`config.mk`:
```
export PLATFORM = sky130hd
export DESIGN_NAME = einstein_mem_arbiter_flat
export DESIGN_NICKNAME = d
export VERILOG_FILES = /design/src/rtl/einstein_mem_arbiter_if.sv /design/src/rtl/einstein_mem_arbiter.sv /design/src/flat_wrapper.sv
export SDC_FILE = /design/constraint.sdc
export NUM_CORES = 1
export LEC_CHECK = 0
export CAP_MARGIN = 5
export CELL_PAD_IN_SITES_DETAIL_PLACEMENT = 0
export CELL_PAD_IN_SITES_GLOBAL_PLACEMENT = 1
export CORE_MARGIN = 3
export CORE_UTILIZATION = 33
export CTS_CLUSTER_SIZE = 12
export DETAILED_ROUTE_END_ITERATION = 12
export PLACE_DENSITY = 0.87
export SLEW_MARGIN = 20
export SYNTH_ARGS = -nofsm -noshare
export SYNTH_HDL_FRONTEND = slang
export SYNTH_SLANG_ARGS = --single-unit
```
`constraint.sdc`:
```
create_clock -name clk_sys -period 1.6 [get_ports clk_sys]
set_input_delay 0.32 -clock clk_sys [delete_from_list [all_inputs] [get_ports clk_sys]]
set_output_delay 0.32 -clock clk_sys [all_outputs]
set_load 0.01 [all_outputs]
```
`src/rtl/einstein_mem_arbiter_if.sv`:
```
// rtl/einstein_mem_arbiter_if.sv - CPU, download and SDRAM signal bundle for the Einstein memory arbiter
interface einstein_mem_arbiter_if;
    logic        ioctl_download;
    logic        ioctl_wr;
    logic [14:0] ioctl_addr;
    logic [7:0]  ioctl_dout;

    logic [15:0] cpu_addr;
    logic [7:0]  cpu_din;
    logic        cpu_ram_rd;
    logic        cpu_ram_wr;
    logic        cpu_roma_rd;
    logic        cpu_romb_rd;
    logic [7:0]  cpu_dout;
    logic        cpu_wait;

    logic [22:0] sdram_addr;
    logic [7:0]  sdram_din;
    logic        sdram_rd;
    logic        sdram_we;
    logic [7:0]  sdram_dout;
    logic        sdram_ready;

    logic        err_overflow;
    logic        err_timeout;

    modport slave (
        input  ioctl_download, ioctl_wr, ioctl_addr, ioctl_dout,
        input  cpu_addr, cpu_din, cpu_ram_rd, cpu_ram_wr, cpu_roma_rd, cpu_romb_rd,
        output cpu_dout, cpu_wait,
        output sdram_addr, sdram_din, sdram_rd, sdram_we,
        input  sdram_dout, sdram_ready,
        output err_overflow, err_timeout
    );

    modport master (
        output ioctl_download, ioctl_wr, ioctl_addr, ioctl_dout,
        output cpu_addr, cpu_din, cpu_ram_rd, cpu_ram_wr, cpu_roma_rd, cpu_romb_rd,
        input  cpu_dout, cpu_wait,
        input  sdram_addr, sdram_din, sdram_rd, sdram_we,
        output sdram_dout, sdram_ready,
        input  err_overflow, err_timeout
    );
endinterface

```
`src/rtl/einstein_mem_arbiter.sv`:
```
// rtl/einstein_mem_arbiter.sv - registered arbiter of CPU strobes and ROM download onto the byte SDRAM port
module einstein_mem_arbiter #(
    parameter int unsigned TIMEOUT = 255
) (
    input  logic                   clk_sys,
    input  logic                   reset,
    einstein_mem_arbiter_if.slave  bus
);
    localparam logic [7:0] TIMEOUT_C = 8'(TIMEOUT);

    typedef enum logic [2:0] {IDLE, CPU_RD, CPU_WR, IO_WR, DONE} state_e;

    state_e      state_q;
    logic [7:0]  timer_q;
    logic        strobe_dly_q;
    logic        pend_valid_q;
    logic [14:0] pend_addr_q;
    logic [7:0]  pend_data_q;
    logic        defer_q;
    logic        defer_we_q;
    logic [22:0] defer_addr_q;
    logic [7:0]  defer_data_q;
    logic [22:0] sdram_addr_q;
    logic [7:0]  sdram_din_q;
    logic        sdram_rd_q;
    logic        sdram_we_q;
    logic [7:0]  cpu_dout_q;
    logic        cpu_wait_q;
    logic        err_overflow_q;
    logic        err_timeout_q;

    logic        strobe_any;
    logic        cpu_edge;
    logic        req_we;
    logic [22:0] req_addr;
    logic        pend_take;
    logic        direct_issue;
    logic        iss_go;
    state_e      iss_state;
    logic [22:0] iss_addr;
    logic [7:0]  iss_din;

    assign strobe_any   = bus.cpu_ram_rd | bus.cpu_ram_wr | bus.cpu_roma_rd | bus.cpu_romb_rd;
    assign cpu_edge     = strobe_any & ~strobe_dly_q & ~bus.ioctl_download;
    assign pend_take    = (state_q == IDLE) && pend_valid_q;
    // An edge is served straight away only when nothing else is queued ahead of it.
    assign direct_issue = (state_q == IDLE) && !pend_valid_q && !defer_q;

    always_comb begin
        req_we   = 1'b0;
        req_addr = 23'h000000;
        if (bus.cpu_ram_wr) begin
            req_we   = 1'b1;
            req_addr = 23'h010000 + {7'h00, bus.cpu_addr};
        end else if (bus.cpu_ram_rd) begin
            req_addr = 23'h010000 + {7'h00, bus.cpu_addr};
        end else if (bus.cpu_roma_rd) begin
            req_addr = {9'h000, bus.cpu_addr[13:0]};
        end else begin
            req_addr = 23'h004000 + {9'h000, bus.cpu_addr[13:0]};
        end
    end

    always_comb begin
        iss_go    = 1'b0;
        iss_state = IDLE;
        iss_addr  = 23'h000000;
        iss_din   = 8'h00;
        if (pend_valid_q) begin
            iss_go    = 1'b1;
            iss_state = IO_WR;
            iss_addr  = {8'h00, pend_addr_q};
            iss_din   = pend_data_q;
        end else if (defer_q && !bus.ioctl_download) begin
            iss_go    = 1'b1;
            iss_state = defer_we_q ? CPU_WR : CPU_RD;
            iss_addr  = defer_addr_q;
            iss_din   = defer_data_q;
        end else if (cpu_edge) begin
            iss_go    = 1'b1;
            iss_state = req_we ? CPU_WR : CPU_RD;
            iss_addr  = req_addr;
            iss_din   = bus.cpu_din;
        end
    end

    always_ff @(posedge clk_sys) begin
        if (reset) begin
            state_q        <= IDLE;
            timer_q        <= 8'h00;
            strobe_dly_q   <= 1'b0;
            pend_valid_q   <= 1'b0;
            pend_addr_q    <= 15'h0000;
            pend_data_q    <= 8'h00;
            defer_q        <= 1'b0;
            defer_we_q     <= 1'b0;
            defer_addr_q   <= 23'h000000;
            defer_data_q   <= 8'h00;
            sdram_addr_q   <= 23'h000000;
            sdram_din_q    <= 8'h00;
            sdram_rd_q     <= 1'b0;
            sdram_we_q     <= 1'b0;
            cpu_dout_q     <= 8'hFF;
            cpu_wait_q     <= 1'b0;
            err_overflow_q <= 1'b0;
            err_timeout_q  <= 1'b0;
        end else begin
            strobe_dly_q <= strobe_any;

            if (bus.ioctl_wr) begin
                pend_valid_q <= 1'b1;
                pend_addr_q  <= bus.ioctl_addr;
                pend_data_q  <= bus.ioctl_dout;
                if (pend_valid_q && !pend_take) begin
                    err_overflow_q <= 1'b1;
                end
            end else if (pend_take) begin
                pend_valid_q <= 1'b0;
            end

            if (bus.ioctl_download) begin
                defer_q <= 1'b0;
            end else if (cpu_edge && !direct_issue) begin
                defer_q      <= 1'b1;
                defer_we_q   <= req_we;
                defer_addr_q <= req_addr;
                defer_data_q <= bus.cpu_din;
            end else if ((state_q == IDLE) && !pend_valid_q && defer_q) begin
                defer_q <= 1'b0;
            end

            case (state_q)
                IDLE: begin
                    if (iss_go) begin
                        state_q      <= iss_state;
                        timer_q      <= 8'h00;
                        sdram_addr_q <= iss_addr;
                        sdram_din_q  <= iss_din;
                        sdram_rd_q   <= (iss_state == CPU_RD);
                        sdram_we_q   <= (iss_state != CPU_RD);
                        cpu_wait_q   <= (iss_state != IO_WR);
                    end
                end
                CPU_RD, CPU_WR, IO_WR: begin
                    if (bus.sdram_ready) begin
                        state_q    <= DONE;
                        sdram_rd_q <= 1'b0;
                        sdram_we_q <= 1'b0;
                        cpu_wait_q <= 1'b0;
                        if (state_q == CPU_RD) begin
                            cpu_dout_q <= bus.sdram_dout;
                        end
                    end else if (timer_q == TIMEOUT_C) begin
                        state_q       <= DONE;
                        sdram_rd_q    <= 1'b0;
                        sdram_we_q    <= 1'b0;
                        cpu_wait_q    <= 1'b0;
                        err_timeout_q <= 1'b1;
                        if (state_q == CPU_RD) begin
                            cpu_dout_q <= 8'hFF;
                        end
                    end else begin
                        timer_q <= timer_q + 8'h01;
                    end
                end
                DONE:    state_q <= IDLE;
                default: state_q <= IDLE;
            endcase
        end
    end

    assign bus.sdram_addr   = sdram_addr_q;
    assign bus.sdram_din    = sdram_din_q;
    assign bus.sdram_rd     = sdram_rd_q;
    assign bus.sdram_we     = sdram_we_q;
    assign bus.cpu_dout     = cpu_dout_q;
    assign bus.cpu_wait     = cpu_wait_q;
    assign bus.err_overflow = err_overflow_q;
    assign bus.err_timeout  = err_timeout_q;
endmodule

```
`src/flat_wrapper.sv`:
```
// flat-port wrapper written by rule: the top's interface ports become plain ports
module einstein_mem_arbiter_flat 
#(
    parameter int unsigned TIMEOUT = 255
)
  (clk_sys, reset, bus_ioctl_download, bus_ioctl_wr, bus_ioctl_addr, bus_ioctl_dout, bus_cpu_addr, bus_cpu_din, bus_cpu_ram_rd, bus_cpu_ram_wr, bus_cpu_roma_rd, bus_cpu_romb_rd, bus_cpu_dout, bus_cpu_wait, bus_sdram_addr, bus_sdram_din, bus_sdram_rd, bus_sdram_we, bus_sdram_dout, bus_sdram_ready, bus_err_overflow, bus_err_timeout);
  einstein_mem_arbiter_if bus_i ();
  input  logic clk_sys;
  input  logic reset;
  input wire logic [$bits(bus_i.ioctl_download)-1:0] bus_ioctl_download;
  input wire logic [$bits(bus_i.ioctl_wr)-1:0] bus_ioctl_wr;
  input wire logic [$bits(bus_i.ioctl_addr)-1:0] bus_ioctl_addr;
  input wire logic [$bits(bus_i.ioctl_dout)-1:0] bus_ioctl_dout;
  input wire logic [$bits(bus_i.cpu_addr)-1:0] bus_cpu_addr;
  input wire logic [$bits(bus_i.cpu_din)-1:0] bus_cpu_din;
  input wire logic [$bits(bus_i.cpu_ram_rd)-1:0] bus_cpu_ram_rd;
  input wire logic [$bits(bus_i.cpu_ram_wr)-1:0] bus_cpu_ram_wr;
  input wire logic [$bits(bus_i.cpu_roma_rd)-1:0] bus_cpu_roma_rd;
  input wire logic [$bits(bus_i.cpu_romb_rd)-1:0] bus_cpu_romb_rd;
  output wire logic [$bits(bus_i.cpu_dout)-1:0] bus_cpu_dout;
  output wire logic [$bits(bus_i.cpu_wait)-1:0] bus_cpu_wait;
  output wire logic [$bits(bus_i.sdram_addr)-1:0] bus_sdram_addr;
  output wire logic [$bits(bus_i.sdram_din)-1:0] bus_sdram_din;
  output wire logic [$bits(bus_i.sdram_rd)-1:0] bus_sdram_rd;
  output wire logic [$bits(bus_i.sdram_we)-1:0] bus_sdram_we;
  input wire logic [$bits(bus_i.sdram_dout)-1:0] bus_sdram_dout;
  input wire logic [$bits(bus_i.sdram_ready)-1:0] bus_sdram_ready;
  output wire logic [$bits(bus_i.err_overflow)-1:0] bus_err_overflow;
  output wire logic [$bits(bus_i.err_timeout)-1:0] bus_err_timeout;
  assign bus_i.ioctl_download = bus_ioctl_download;
  assign bus_i.ioctl_wr = bus_ioctl_wr;
  assign bus_i.ioctl_addr = bus_ioctl_addr;
  assign bus_i.ioctl_dout = bus_ioctl_dout;
  assign bus_i.cpu_addr = bus_cpu_addr;
  assign bus_i.cpu_din = bus_cpu_din;
  assign bus_i.cpu_ram_rd = bus_cpu_ram_rd;
  assign bus_i.cpu_ram_wr = bus_cpu_ram_wr;
  assign bus_i.cpu_roma_rd = bus_cpu_roma_rd;
  assign bus_i.cpu_romb_rd = bus_cpu_romb_rd;
  assign bus_cpu_dout = bus_i.cpu_dout;
  assign bus_cpu_wait = bus_i.cpu_wait;
  assign bus_sdram_addr = bus_i.sdram_addr;
  assign bus_sdram_din = bus_i.sdram_din;
  assign bus_sdram_rd = bus_i.sdram_rd;
  assign bus_sdram_we = bus_i.sdram_we;
  assign bus_i.sdram_dout = bus_sdram_dout;
  assign bus_i.sdram_ready = bus_sdram_ready;
  assign bus_err_overflow = bus_i.err_overflow;
  assign bus_err_timeout = bus_i.err_timeout;
  einstein_mem_arbiter #(.TIMEOUT(TIMEOUT)) u_core (.clk_sys(clk_sys), .reset(reset), .bus(bus_i));
endmodule
```
==> results of run 1 <==
==> cell usage in the layout, fill, tap and decap left out, drive strengths merged, types with 22 or more instances in the layout <==
cell,instances
buf,63
mux2i,23
o21ai,39
nand2b,23
nand2,54
a22o,22
clkdlybuf4s50,74
nor4b,22
dfxtp,101
o2111ai,24
a21oi,64
nor2,49
==> report_power, final <==
part | internal [mW] | switching, mW
sequential | 2.65 | 0.0861
clock | 1.43 | 1.01
combinational | 0.627 | 0.663
total | 4.71 | 1.76
==> cells in the mapped netlist, drive strengths merged (6+ instances only) <==
library cell / n
buf: 15
a21oi: 64
nor2: 49
clkbuf: 41
inv: 10
mux2i: 23
nand2: 54
a22o: 22
or4: 6
nor3: 8
nand2b: 23
nor4b: 22
dfxtp: 101
o2111ai: 24
o21ai: 38
==> registers in the layout, indices dropped and copies added, names as in the netlist <==
name	count
u_core.bus.sdram_addr	17
u_core.defer_addr_q	17
u_core.pend_addr_q	15
u_core.bus.cpu_dout	8
u_core.bus.sdram_din	8
u_core.defer_data_q	8
u_core.pend_data_q	8
u_core.timer_q	8
u_core.state_q	3
u_core.bus.cpu_wait	1
u_core.bus.err_overflow	1
u_core.bus.err_timeout	1
u_core.bus.sdram_rd	1
u_core.bus.sdram_we	1
u_core.defer_q	1
u_core.defer_we_q	1
u_core.pend_valid_q	1
u_core.strobe_dly_q	1
==> worst register-to-register path: stages (launching register included) <==
cell and delay [ns]:
dfxtp_2 0.33, or4_4 0.58, o211ai_4 0.25, buf_12 0.18, nand2_2 0.07, a21oi_2 0.13
==> kinds of logic after synthesis <==
| kind of cell | Yosys count |
|---|---|
| AOI/OAI and AO/OA | 176 |
| xor gates and xnor gates | 1 |
| adders and majority gates | 1 |
| buffers and inverters | 66 |
| DFF | 101 |
| muxes | 23 |
| other | 1 |
| and+or+nand+nor | 180 |
==> metal layers <==
| metal | wire [um] | share of wire | up-vias |
|---|---|---|---|
| li1 | - | - | 2231 |
| met1 | 6237 | 0.43 | 2264 |
| met2 | 7124 | 0.49 | 155 |
| met3 | 931 | 0.064 | 29 |
| met4 | 304 | 0.021 | 0 |
| met5 | 0 | 0 | - |
==> cell type report <==
| class | instances | share of cell area |
|---|---|---|
| clock inverters | 6 | 0.01354 |
| clock buffers | 10 | 0.03494 |
| multi-input cells | 388 | 0.3750 |
| repair buffers | 163 | 0.2418 |
| well taps | 176 | 0.03219 |
| flip-flops and latches | 101 | 0.2971 |
| inverters | 10 | 0.005487 |
==> worst max path at each step <==
stage	startpoint	to	slack, ns	depth (start not counted)
final	u_core.state_q[0]$_SDFFE_PP0P_	u_core.defer_we_q$_SDFFE_PP0P_	-0.01	5
after global routing	u_core.state_q[0]$_SDFFE_PP0P_	u_core.defer_data_q[0]$_SDFFE_PP0P_	-0.07	5
after CTS	u_core.pend_valid_q$_SDFFE_PP0P_	u_core.defer_we_q$_SDFFE_PP0P_	-0.02	5
after detailed placement	bus_cpu_ram_wr	u_core.bus.sdram_din[2]$_SDFFE_PP0P_	-0.62	6
after global placement	bus_cpu_ram_wr	u_core.bus.sdram_din[6]$_SDFFE_PP0P_	-0.55	6
after floorplan	bus_cpu_ram_wr	u_core.timer_q[2]$_SDFFE_PP0P_	-0.13	5
==> what timing repair did <==
action	in CTS	in global routing
gates cloned	3	1
setup buffers	6	3
gates resized for setup	70	48
pin swaps	20	13
setup endpoints to repair	75	74
==> out/summary.json, run 1 <==
{
  "critical_path.endpoint_type": {"value": "flip-flop"},
  "tritoncts.num_buffers": {"value": 9},
  "layout.cells.non_filler": {"value": 854},
  "library_cell_contributing_the_largest_single_delay_on_the_critical_path": {"value": "or4_4"},
  "setup_violations": {"value": 6},
  "met3_capacity_usage_during_global_routing": {"value": 0.04631},
  "crit_path_start_kind": {"value": "flip-flop"},
  "max_stage_delay": {"value": 0.58, "unit": "ns"},
  "violations": {"value": "setup timing"},
  "i_o_pin_total": {"value": 108},
  "drv_cap": {"value": 0},
  "tritoncts": {"value": "yes"},
  "fin_area": {"value": 0.006840, "unit": "mm^2"},
  "tritoncts_num_sinks": {"value": 101},
  "pre_cts_ws": {"value": -0.6248, "unit": "ns"},
  "cp_max_fo": {"value": 12},
  "arrival": {"value": 1.90, "unit": "ns"},
  "groute.layer.met2.usage": {"value": 0.3006},
  "antenna_found_initial": {"value": 0},
  "critical_path.cell_chain": {"value": "or4_4, o211ai_4, buf_12, nand2_2, a21oi_2"},
  "post-route-drc-count": {"value": 0},
  "worst_case_setup_margin_in_the_final_layout": {"value": -0.01004, "unit": "ns"},
  "final_nets": {"value": 738},
  "ys.flop_type": {"value": "dfxtp_1"},
  "clk_transition_reported_paths": {"value": 0.07, "unit": "ns"},
  "run_status": {"value": "finished, violations left"},
  "synth_top_cell_area_share": {"value": 0.4341},
  "register_cell_area_after_layout": {"value": 0.002032, "unit": "mm^2"},
  "post_synth_instance_area": {"value": 0.004658, "unit": "mm^2"},
  "antenna_violating_nets_post_route": {"value": 0},
  "seq_area_frac_synth": {"value": 0.4341},
  "syn_to_final_growth": {"value": 46.84, "unit": "%"},
  "io_buffer_count": {"value": 101},
  "drive_above_1_share": {"value": 0.2094},
  "synth.yosys.warnings": {"value": 0},
  "cts-hold-fix-buffers": {"value": 0},
  "area_contributors_post_synth": {"value": "dfxtp_1 (43%), a21oi_1 (6.9%), mux2i_1 (4.9%)"},
  "synth_compound_gate_area_share": {"value": 0.2468},
  "required": {"value": 1.89, "unit": "ns"},
  "setup.reg_to_reg.worst_slack": {"value": -0.01, "unit": "ns"},
  "synthesis.instances": {"value": 549},
  "timing.critical_path.max_delay_family": {"value": "simple AND/OR/NAND/NOR gates"},
  "clk_latency": {"value": 0.36, "unit": "ns"},
  "globalRouteOverflowTotal": {"value": 0},
  "routed_wire_length_per_instance": {"value": 17.09, "unit": "um"},
  "grt_pass1_wl": {"value": 23400, "unit": "um"},
  "post-synth-top-area-cell": {"value": "dfxtp_1"},
  "cts_buffer_depth": {"value": 2},
  "initial_cell_density_of_the_core": {"value": 0.3449},
  "vias_per_cell": {"value": 5.479},
  "utilization": {"value": 0.5065},
  "timing.final.max_slew_violations": {"value": 0},
  "power-per-cell-area": {"value": 946.0, "unit": "mW/mm^2"},
  "num_vias": {"value": 4679},
  "min_path_type": {"value": "input pin to flip-flop"},
  "min_from": {"value": "reset"},
  "timing.critical_path.buf_inv": {"value": 1},
  "top_usage_layer": {"value": "met2"},
  "drt-pass1-iter-count": {"value": 6},
  "wirelength": {"value": 14600, "unit": "um"},
  "timing.hold.worst_endpoint": {"value": "u_core.defer_we_q$_SDFFE_PP0P_"},
  "final.setup_skew": {"value": 0.008940, "unit": "ns"},
  "dp_cells": {"value": 827},
  "global_route.usage.met1": {"value": 0.2320},
  "synthMuxAreaShare": {"value": 0.04942},
  "insertedDiodeCount": {"value": 0},
  "number_of_rows_in_the_core_area": {"value": 42},
  "die_width": {"value": 124.8, "unit": "um"},
  "clock-root-buffer": {"value": "clkbuf_16"},
  "pin_count_of_the_biggest_net_entering_global_routing": {"value": 73},
  "syn_avg_cell_area": {"value": 8.485, "unit": "um^2"},
  "design.die.area": {"value": 0.01558, "unit": "mm^2"},
  "detail_route.iter0.violations": {"value": 454},
  "criticalPathCategory": {"value": "flip-flop to flip-flop"},
  "yosys_register_bits": {"value": 101},
  "gr-usage-all-layers": {"value": 0.1824},
  "final.period_utilization": {"value": 1.006},
  "post_synth_fa_ha_maj_area_fraction": {"value": 0.002686},
  "holdPathStages": {"value": 2},
  "power.total": {"value": 6.471, "unit": "mW"},
  "cts_max_level": {"value": 3},
  "placedInstanceArea": {"value": 0.006140, "unit": "mm^2"},
  "yosys.cell_types.count": {"value": 50},
  "power.leakage": {"value": 2.675, "unit": "nW"},
  "core": {"value": 0.01351, "unit": "mm^2"},
  "setup_repair_after_global_routing_missed_its_margin": {"value": "true"},
  "routabilityCongestion": {"value": 0.8180},
  "synth-xor-area-share": {"value": 0.001880},
  "r2r-end": {"value": "u_core.defer_we_q$_SDFFE_PP0P_"},
  "multi_input_comb_area": {"value": 0.002565, "unit": "mm^2"},
  "number_of_enable_type_register_cells_in_the_synthesized_netlist": {"value": 0},
  "fin_tns_setup": {"value": -0.03559, "unit": "ns"},
  "fmax": {"value": 621.1, "unit": "MHz"},
  "hold_violations": {"value": 0},
  "dp_hpwl": {"value": 9653, "unit": "um"},
  "r2r-start": {"value": "u_core.state_q[0]$_SDFFE_PP0P_"},
  "synthSimpleGateAreaFrac": {"value": 0.1990},
  "ir_drop": {"value": 0.5765, "unit": "mV"},
  "first_global_vias": {"value": 4641},
  "largest_family_of_logic_cells_by_synthesized_area": {"value": "compound AO/OA/AOI/OAI gates"},
  "fill_cells": {"value": 1226},
  "fin_worst_hold_slack": {"value": 0.3071, "unit": "ns"},
  "final_period_minus_worst_setup_slack": {"value": 1.610, "unit": "ns"},
  "worst-r2r-cell-count": {"value": 5},
  "postSynth.asyncResetShare": {"value": 0},
  "die_y": {"value": 124.8, "unit": "um"}
}
Power figures use the tool's default switching activity.
==> run 2: changes to the inputs <==
--- a/config.mk
+++ b/config.mk
@@ -10,7 +10,7 @@
 export CELL_PAD_IN_SITES_GLOBAL_PLACEMENT = 1
 export CORE_MARGIN = 3
 export CORE_UTILIZATION = 33
-export CTS_CLUSTER_SIZE = 12
+export CTS_CLUSTER_SIZE = 8
 export DETAILED_ROUTE_END_ITERATION = 12
 export PLACE_DENSITY = 0.87
 export SLEW_MARGIN = 20
==> results of run 2 <==
The final DEF is identical to that of run 1; final timing and power are the same.
==> run 3: changes to the inputs <==
--- a/config.mk
+++ b/config.mk
@@ -9,11 +9,10 @@
 export CELL_PAD_IN_SITES_DETAIL_PLACEMENT = 0
 export CELL_PAD_IN_SITES_GLOBAL_PLACEMENT = 1
 export CORE_MARGIN = 3
-export CORE_UTILIZATION = 33
+export CORE_UTILIZATION = 40
 export CTS_CLUSTER_SIZE = 8
 export DETAILED_ROUTE_END_ITERATION = 12
-export PLACE_DENSITY = 0.87
-export SLEW_MARGIN = 20
+export PLACE_DENSITY = 0.95
 export SYNTH_ARGS = -nofsm -noshare
 export SYNTH_HDL_FRONTEND = slang
 export SYNTH_SLANG_ARGS = --single-unit
==> constraint.sdc (replaced) <==
create_clock -name clk_sys -period 1.9 [get_ports clk_sys]
set_input_delay 0.38 -clock clk_sys [delete_from_list [all_inputs] [get_ports clk_sys]]
set_output_delay 0.38 -clock clk_sys [all_outputs]
set_load 0.01 [all_outputs]
==> out/summary.json, run 3 (synthesis gave the netlist of run 1 again) <==
{
  "run_status": {"value": "finished clean", "change": "was finished, violations left"},
  "fin_worst_hold_slack": {"value": 0.3864, "unit": "ns", "change": "was 0.3071 ns"},
  "tritoncts.num_buffers": {"value": 9, "change": "unchanged"},
  "initial_cell_density_of_the_core": {"value": 0.4187, "change": "was 0.3449"},
  "insertedDiodeCount": {"value": 0, "change": "unchanged"},
  "tightestPinTransition": {"value": 0.5081, "unit": "ns"},
  "critical_path.endpoint_type": {"value": "flip-flop", "change": "unchanged"},
  "required": {"value": 2.16, "unit": "ns", "change": "was 1.89 ns"},
  "layout.cells.most_common": {"value": "dfxtp_1", "change": "unchanged"},
  "detail_route.iter0.violations": {"value": 410, "change": "was 454"},
  "pin_count_of_the_biggest_net_entering_global_routing": {"value": 53, "change": "was 73"},
  "clock_power_share": {"value": 0.355, "change": "was 0.377"},
  "fill_cells": {"value": 1026, "change": "was 1226"},
  "hold_violations": {"value": 0, "change": "unchanged"},
  "grt_pass1_wl": {"value": 21910, "unit": "um", "change": "was 23400 um"},
  "switching_share": {"value": 0.2815, "change": "was 0.2723"},
  "drv_cap": {"value": 0, "change": "unchanged"},
  "arrival": {"value": 2.14, "unit": "ns", "change": "was 1.90 ns"},
  "cp_max_fo": {"value": 52, "change": "was 12"},
  "clk_transition_reported_paths": {"value": 0.07, "unit": "ns", "change": "about the same"},
  "drive_above_1_share": {"value": 0.1163, "change": "was 0.2094"},
  "max_stage_delay": {"value": 0.34, "unit": "ns", "change": "was 0.58 ns"},
  "final.setup_skew": {"value": 0.009535, "unit": "ns", "change": "was 0.008940 ns"},
  "vias_per_cell": {"value": 5.830, "change": "was 5.479"},
  "fin_area": {"value": 0.006332, "unit": "mm^2", "change": "was 0.006840 mm^2"},
  "core": {"value": 0.01113, "unit": "mm^2", "change": "was 0.01351 mm^2"},
  "die_y": {"value": 113.9, "unit": "um", "change": "was 124.8 um"},
  "routed_wire_length_per_instance": {"value": 17.18, "unit": "um", "change": "was 17.09 um"},
  "globalRouteOverflowTotal": {"value": 0, "change": "unchanged"},
  "library_cell_contributing_the_largest_single_delay_on_the_critical_path": {"value": "buf_6", "change": "was or4_4"},
  "power.total": {"value": 5.097, "unit": "mW", "change": "was 6.471 mW"},
  "final_period_minus_worst_setup_slack": {"value": 1.873, "unit": "ns", "change": "was 1.610 ns"},
  "final.period_utilization": {"value": 0.9858, "change": "was 1.006"},
  "power.leakage": {"value": 2.346, "unit": "nW", "change": "was 2.675 nW"},
  "io_buffer_count": {"value": 101, "change": "unchanged"},
  "first_global_vias": {"value": 4520, "change": "was 4641"},
  "layout_common_cells": {"value": "dfxtp_1 (100), clkdlybuf4s50_1 (95), a21oi_1 (64)", "change": "was dfxtp_1 (93), clkdlybuf4s50_1 (74), a21oi_1 (56)"},
  "setup_violations": {"value": 0, "change": "was 6"},
  "post-route-drc-count": {"value": 0, "change": "unchanged"},
  "power.switching": {"value": 1.435, "unit": "mW", "change": "was 1.762 mW"},
  "clock-root-buffer": {"value": "clkbuf_16", "change": "unchanged"},
  "tritoncts_num_sinks": {"value": 101, "change": "unchanged"},
  "p_int": {"value": 3.662, "unit": "mW", "change": "was 4.709 mW"},
  "slew-limit-headroom": {"value": 0.6613},
  "dp_cells": {"value": 779, "change": "was 827"},
  "routabilityCongestion": {"value": 0.8211, "change": "was 0.8180"},
  "min_path_type": {"value": "input pin to flip-flop", "change": "unchanged"},
  "antenna_violating_nets_post_route": {"value": 0, "change": "unchanged"},
  "power-per-cell-area": {"value": 804.9, "unit": "mW/mm^2", "change": "was 946.0 mW/mm^2"},
  "fmax": {"value": 533.9, "unit": "MHz", "change": "was 621.1 MHz"},
  "critical_path.cell_chain": {"value": "buf_6, inv_1, o211ai_1, buf_4, buf_2, o2111ai_1, a21oi_1", "change": "was or4_4, o211ai_4, buf_12, nand2_2, a21oi_2"},
  "antenna_found_initial": {"value": 0, "change": "unchanged"},
  "placedInstanceArea": {"value": 0.005963, "unit": "mm^2", "change": "was 0.006140 mm^2"},
  "syn_to_final_growth": {"value": 35.94, "unit": "%", "change": "was 46.84%"},
  "ir_drop": {"value": 0.4803, "unit": "mV", "change": "was 0.5765 mV"},
  "i_o_pin_total": {"value": 108, "change": "unchanged"},
  "tritoncts": {"value": "yes", "change": "unchanged"},
  "share_comb_of_total_power": {"value": 0.193, "change": "was 0.199"},
  "design.die.area": {"value": 0.01298, "unit": "mm^2", "change": "was 0.01558 mm^2"},
  "clk_latency": {"value": 0.35, "unit": "ns", "change": "was 0.36 ns"},
  "cts_buffer_depth": {"value": 2, "change": "unchanged"},
  "layout.cells.non_filler": {"value": 802, "change": "was 854"},
  "dp_hpwl": {"value": 9263, "unit": "um", "change": "was 9653 um"},
  "timing.final.max_slew_violations": {"value": 0, "change": "unchanged"},
  "wirelength": {"value": 13780, "unit": "um", "change": "was 14600 um"},
  "drt-pass1-iter-count": {"value": 5, "change": "was 6"},
  "final_nets": {"value": 722, "change": "was 738"},
  "crit_path_start_kind": {"value": "flip-flop", "change": "unchanged"},
  "fin_tns_setup": {"value": 0, "unit": "ns", "change": "was -0.03559 ns"},
  "cts_max_level": {"value": 3, "change": "unchanged"},
  "num_vias": {"value": 4676, "change": "was 4679"},
  "number_of_rows_in_the_core_area": {"value": 38, "change": "was 42"},
  "power.share.sequential": {"value": 0.452, "change": "was 0.423"},
  "die_width": {"value": 113.9, "unit": "um", "change": "was 124.8 um"},
  "criticalPathCategory": {"value": "flip-flop to flip-flop", "change": "unchanged"},
  "gr-usage-all-layers": {"value": 0.2072, "change": "was 0.1824"}
}
[run 3: metal layers]
metal,up-vias,GRT usage,wire length (um)
met5,-,0,0
met4,0,0.06968,295
met3,26,0.03767,988
met2,210,0.3537,6722
met1,2244,0.2643,5775
li1,2196,-,-
[run 3: layout make-up]
cell class,instances,area (um^2),share of cell area
Multi-Input combinational cell,387,2370,0.3742
Clock inverter,6,53.80,0.008496
Timing Repair Buffer,148,1434,0.2264
Sequential cell,101,2023,0.3195
Clock buffer,10,239.0,0.03774
Tap cell,140,175.2,0.02766
Inverter,10,37.54,0.005928
[run 3: path summary, 6_finish.rpt]
check / from / end / slack, ns / cells past startpoint
setup / recovery: u_core.pend_valid_q$_SDFFE_PP0P_ / u_core.bus.sdram_din[1]$_SDFFE_PP0P_ / 0.03 / 7
setup reg to reg: u_core.pend_valid_q$_SDFFE_PP0P_ / u_core.bus.sdram_din[1]$_SDFFE_PP0P_ / 0.03 / 7
hold / removal: reset / u_core.defer_addr_q[15]$_SDFFE_PP0P_ / 0.39 / 2
hold reg to reg: u_core.defer_addr_q[10]$_SDFFE_PP0P_ / u_core.defer_addr_q[10]$_SDFFE_PP0P_ / 0.46 / 2
[run 3: critical path: cells and delay by family (launching register included)]
family / cells / cell delay, ns
buf+inv: 4 / 0.96
compound gates: 3 / 0.49
flops: 1 / 0.33
[run 3: what timing repair did]
action,4_1_cts,5_1_grt
cloned,2,1
buffers inserted,2,2
gates resized for setup,9,4
pin swaps,3,2
endpoints found under the setup margin,23,29
hold buffers,0,0
[run 3: metrics by stage]
step,setup WS (ns),utilization
3_3_place_gp,-0.3585,0.5360
3_5_place_dp,-0.4053,0.5360
2_1_floorplan,0.09826,-
4_1_cts,0.05740,0.5661
6_report,0.02705,0.5692
5_1_grt,-0.05974,0.5692
[run 3: power groups by stage]
| stage | Sequential (mW) | Clock [mW] | Combinational, mW |
|---|---|---|---|
| after floorplan | 2.35 | 0 | 0.483 |
| after global placement | 2.35 | 0 | 0.921 |
| after detailed placement | 2.35 | 0 | 0.939 |
| after CTS | 2.30 | 1.82 | 0.962 |
| after global routing | 2.32 | 1.92 | 1.07 |
| final | 2.31 | 1.81 | 0.983 |
